===== config.mk =====
export PLATFORM = sky130hd
export DESIGN_NAME = iob_cpu_mem_arbiter
export DESIGN_NICKNAME = d
export VERILOG_FILES = /design/src/rtl/iob_cpu_mem_arbiter.sv
export SDC_FILE = /design/constraint.sdc
export NUM_CORES = 1
export LEC_CHECK = 0
export ABC_AREA = 1
export BUFFER_PORTS_ARGS = -buffer_cell sky130_fd_sc_hd__buf_4
export CAP_MARGIN = 40
export CELL_PAD_IN_SITES_DETAIL_PLACEMENT = 0
export CELL_PAD_IN_SITES_GLOBAL_PLACEMENT = 1
export CORE_MARGIN = 2
export CORE_UTILIZATION = 28
export DETAILED_ROUTE_END_ITERATION = 8
export PLACE_DENSITY = 0.86
export REMOVE_ABC_BUFFERS = 1
export SETUP_SLACK_MARGIN = 0.2
export SLEW_MARGIN = 30
export SYNTH_ARGS = -nofsm -noshare
export SYNTH_HDL_FRONTEND = slang
export SYNTH_SLANG_ARGS = --single-unit

===== constraint.sdc =====
create_clock -name clk -period 1.8 [get_ports clk]
set_input_delay 0.36 -clock clk [delete_from_list [all_inputs] [get_ports clk]]
set_output_delay 0.36 -clock clk [all_outputs]
set_load 0.01 [all_outputs]

===== src/rtl/iob_cpu_mem_arbiter.sv =====
`default_nettype none
// +--------------------------------------------------------------------------+
// | Module      : iob_cpu_mem_arbiter                                        |
// | Description : Round-robin arbiter folding the CPU instruction and data   |
// |               buses onto a single native memory port. One transaction    |
// |               in flight; optional watchdog completes hung accesses with  |
// |               rdata=0 and a one-cycle timeout pulse.                     |
// | Revision    : 1.0 - initial release                                      |
// +--------------------------------------------------------------------------+
module iob_cpu_mem_arbiter #(
    parameter int ADDR_W  = 32,
    parameter int DATA_W  = 32,
    parameter int TIMEOUT = 0
) (
    input  logic                            clk,
    input  logic                            rst,
    input  logic [ADDR_W+DATA_W+DATA_W/8:0] ibus_req,
    output logic [DATA_W:0]                 ibus_resp,
    input  logic [ADDR_W+DATA_W+DATA_W/8:0] dbus_req,
    output logic [DATA_W:0]                 dbus_resp,
    output logic [ADDR_W+DATA_W+DATA_W/8:0] m_req,
    input  logic [DATA_W:0]                 m_resp,
    output logic                            timeout
);

    // Request payload excludes the valid bit (MSB); response ready is the LSB.
    localparam int          c_PAY_W    = ADDR_W + DATA_W + DATA_W / 8;
    localparam logic [0:0]  c_IDLE     = 1'b0;
    localparam logic [0:0]  c_BUSY     = 1'b1;
    localparam bit          c_WD_EN    = (TIMEOUT > 0);
    localparam logic [15:0] c_CNT_LAST = c_WD_EN ? 16'(TIMEOUT - 1) : 16'd0;

    logic [0:0]         r_state;
    logic               r_grant;     // 0 = ibus, 1 = dbus
    logic               r_last;      // most recently granted bus
    logic [c_PAY_W-1:0] r_req_q;
    logic [15:0]        r_cnt;

    logic               w_i_valid;
    logic               w_d_valid;
    logic               w_pick;
    logic               w_s_ready;
    logic               w_expire;
    logic [DATA_W:0]    w_resp;

    assign w_i_valid = ibus_req[c_PAY_W];
    assign w_d_valid = dbus_req[c_PAY_W];
    assign w_s_ready = m_resp[0];

    // A lone requester wins outright; on contention the bus not served last wins.
    assign w_pick = (w_i_valid && w_d_valid) ? ~r_last : w_d_valid;

    // Watchdog fires only if the slave stays silent in the final allowed cycle,
    // so a real response in that same cycle always takes precedence.
    assign w_expire = (r_state == c_BUSY) && c_WD_EN && !w_s_ready && (r_cnt == c_CNT_LAST);

    // Two-state arbitration FSM: latch the winner's request, then wait for completion.
    always_ff @(posedge clk) begin
        if (rst) begin
            r_state <= c_IDLE;
            r_grant <= 1'b0;
            r_last  <= 1'b1;
            r_req_q <= '0;
            r_cnt   <= 16'd0;
        end else begin
            case (r_state)
                c_IDLE: begin
                    if (w_i_valid || w_d_valid) begin
                        r_grant <= w_pick;
                        r_last  <= w_pick;
                        r_req_q <= w_pick ? dbus_req[c_PAY_W-1:0] : ibus_req[c_PAY_W-1:0];
                        r_cnt   <= 16'd0;
                        r_state <= c_BUSY;
                    end
                end
                c_BUSY: begin
                    if (w_s_ready || w_expire) begin
                        r_state <= c_IDLE;
                    end else begin
                        r_cnt <= r_cnt + 16'd1;
                    end
                end
                default: r_state <= c_IDLE;
            endcase
        end
    end

    // Response for the granted master: real slave data, or a synthetic zero-data ready on expiry.
    always_comb begin
        w_resp = '0;
        if (w_s_ready) begin
            w_resp = m_resp;
        end else if (w_expire) begin
            w_resp = {{DATA_W{1'b0}}, 1'b1};
        end
    end

    // Output steering: everything is quiet in IDLE, so late slave readies never leak through.
    always_comb begin
        m_req     = '0;
        ibus_resp = '0;
        dbus_resp = '0;
        timeout   = 1'b0;
        if (r_state == c_BUSY) begin
            m_req   = {1'b1, r_req_q};
            timeout = w_expire;
            if (r_grant) begin
                dbus_resp = w_resp;
            end else begin
                ibus_resp = w_resp;
            end
        end
    end

endmodule
`default_nettype wire


==> run_results.csv <==
group,metric,value,unit
status,status,"completed",
placement,finalWeightedCongestion,0.8088,
hold_path,hold_class,"input pin to flop",
floorplanning,top_level_ports,309,
worst_setup_path,r2r_end,"r_req_q[13]",
cts,cts_hold_buf,0,
timing,fin_tns_setup,0,ns
floorplanning,floorplan.die_area,17170,sq um
grt,grt.total_usage,0.1768,
power_and_ir_drop,peakVddDrop,0.4848,mV
routing,viasPerCell,4.216,
worst_setup_path,crit_type,"flop to primary output",
logic_synthesis,yosys_warnings,0,
timing,skew,0.006812,ns
floorplanning,row_count,46,
timing,fmax,556.0,MHz
layout,final_cell_mix,"buf_4, nor2_1, nand2_1, inv_1",
placement,dp.cells,1333,
timing,rsz0062_at_grt,"yes",
routing,wl_per_cell,12.86,um
timing,fin_crit,1.799,ns
worst_setup_path,required,1.44,ns
placement,io_buffers,307,
grt,overflow,0,
flow_run,drv_cap,0,
layout,area_delta_synth_final,73.58,%
logic_synthesis,ys_seq_elements,71,
cts,cts-root-buf,"clkbuf_16",
logic_synthesis,yosysTopAreaCell,"dfxtp_1",
routing,drc_errors,0,
routing,drt_iter0_drc,187,
cts,clk_pin_slew,0.05,ns
worst_setup_path,cp-start-kind,"flop",
worst_setup_path,arrival,1.44,ns
grt,grt_pass1_wl,23630,um
logic_synthesis,netlist_top_cells_area,"dfxtp_1, nor2_1, nand2_1",
worst_setup_path,timing.rr.start,"r_state",
placement,post-place-ws,0.1559,ns
logic_synthesis,seq_area_frac_synth,0.3146,
timing,setup_ws,0.001498,ns
layout,multi_input_comb_area,2337,sq um
cts,cts_sinks,71,
floorplanning,core,15830,sq um
cts,cts_buffers,9,
cts,cts_buffer_depth,2,
routing,wirelength,17560,um
routing,first_pass_iters,5,
worst_setup_path,r2r.worst_path.cells,8,
floorplanning,die_w,131.0,um
power_and_ir_drop,power.leakage,4.897,nW
layout,nets,1316,
layout,fillers,1716,
timing,setup_viol_count_final,0,
timing,report.final.slew_viol_count,0,
worst_setup_path,worstSetupEndpoint,"ibus_resp[20]",
layout,final_cells,1365,
routing,routed-via-count,5755,
layout,seqCellArea,1429,sq um
logic_synthesis,synth_top_area_share,0.3146,
floorplanning,initial_core_util,0.2855,
placement,hpwl,12090,um
worst_setup_path,end_kind,"primary output",
layout,final_common_cell,"buf_4",
routing,ant_nets,0,
power_and_ir_drop,power.density,676.6,nW/um^2
power_and_ir_drop,fin_total_pwr,5.307,mW
logic_synthesis,synth_cells,850,
layout,drive_gt1_frac,0.3397,
logic_synthesis,syn_area,4518,sq um
worst_setup_path,r2r_slack,0.28,ns
logic_synthesis,synth.distinct_cells,16,
cts,cts_tree,"built",
grt,grt_pass1_vias,4895,
worst_setup_path,crit_start,"r_state",
layout,fin_util,0.4955,
grt,antenna_found_initial,0,
worst_setup_path,cp_max_fo,11,
cts,cts-htree-levels,3,
cts,clk_latency,0.33,ns
floorplanning,die_h,131.0,um
logic_synthesis,avgSynthCellArea,5.315,sq um
timing,fin_crit_sh,0.9992,
timing,hold_viol,0,
grt,grt_max_degree,76,
==> critical path: stages (launching register included) <==
cell,delay (ns)
dfxtp_4,0.35
nand2_2,0.07
nor2_4,0.14
inv_6,0.08
buf_16,0.15
nor2_1,0.15
buf_4,0.16
==> worst min path at each step <==
| stage | cells after the start | startpoint | endpoint |
|---|---|---|---|
| floorplan | 2 | r_last | r_last |
| global placement | 2 | r_last | r_last |
| detailed placement | 2 | r_last | r_last |
| CTS | 2 | rst | r_grant |
| global route | 2 | rst | r_grant |
| finish | 2 | rst | r_grant |
==> power by group <==
part	leakage [nW]	internal, mW	switching [mW]
combinational	4.14	0.732	0.758
sequential	0.591	1.73	0.0743
clock	0.165	1.33	0.680
==> layer usage <==
metal	wire [um]	track usage
met1	6628	0.1829
met2	8792	0.3231
met3	1621	0.05700
met4	516	0.08260
met5	0	0
==> kinds of logic (layout without fill, tap and decap cells) <==
logic type	Yosys count	after routing	share of synthesized area
simple gates	484	484	0.4057
compound gates	71	71	0.07865
flops	71	71	0.3146
buf+inv	223	521	0.2002
other cells	1	2	0.0008300
==> timing repair <==
item / CTS / global route
setup endpoints to repair: 133 / 140
pin swaps: 1 / 2
setup buffers: 4 / 3
gates cloned: 2 / 6
endpoints found under the hold margin: 0 / 0
gates resized for setup: 35 / 33
==> Yosys cell counts <==
cell	count
a21oi_1	2
nand2_2	1
nor2_2	1
conb_1	1
nor2_1	269
nand3_1	3
buf_1	5
inv_1	172
clkbuf_1	17
buf_4	10
o21ai_0	69
nor2_4	1
dfxtp_1	71
buf_6	1
nand2_1	209
buf_2	18
==> per-stage QoR <==
| stage | area [sq um] | hold WS [ns] |
|---|---|---|
| 5_1_grt | 7840 | 0.1869 |
| 6_report | 7843 | 0.2126 |
| 3_3_place_gp | 7010 | 0.4418 |
| 3_5_place_dp | 7010 | 0.4483 |
| 2_1_floorplan | 4259 | 0.4287 |
| 4_1_cts | 7540 | 0.1926 |
==> cell type report <==
class | count | share of cell area
Antenna cell | 1 | 0.0003191
Clock buffer | 12 | 0.03398
Clock inverter | 4 | 0.009732
Inverter | 172 | 0.08296
Multi-Input combinational cell | 556 | 0.2980
Sequential cell | 71 | 0.1822
Tap cell | 216 | 0.03446
Timing Repair Buffer | 333 | 0.3583
==> sequential cells by signal, indices dropped and copies added (netlist names) <==
signal   count
r_grant      1
r_last       1
r_req_q     68
r_state      1
Power figures use the tool's default switching activity.
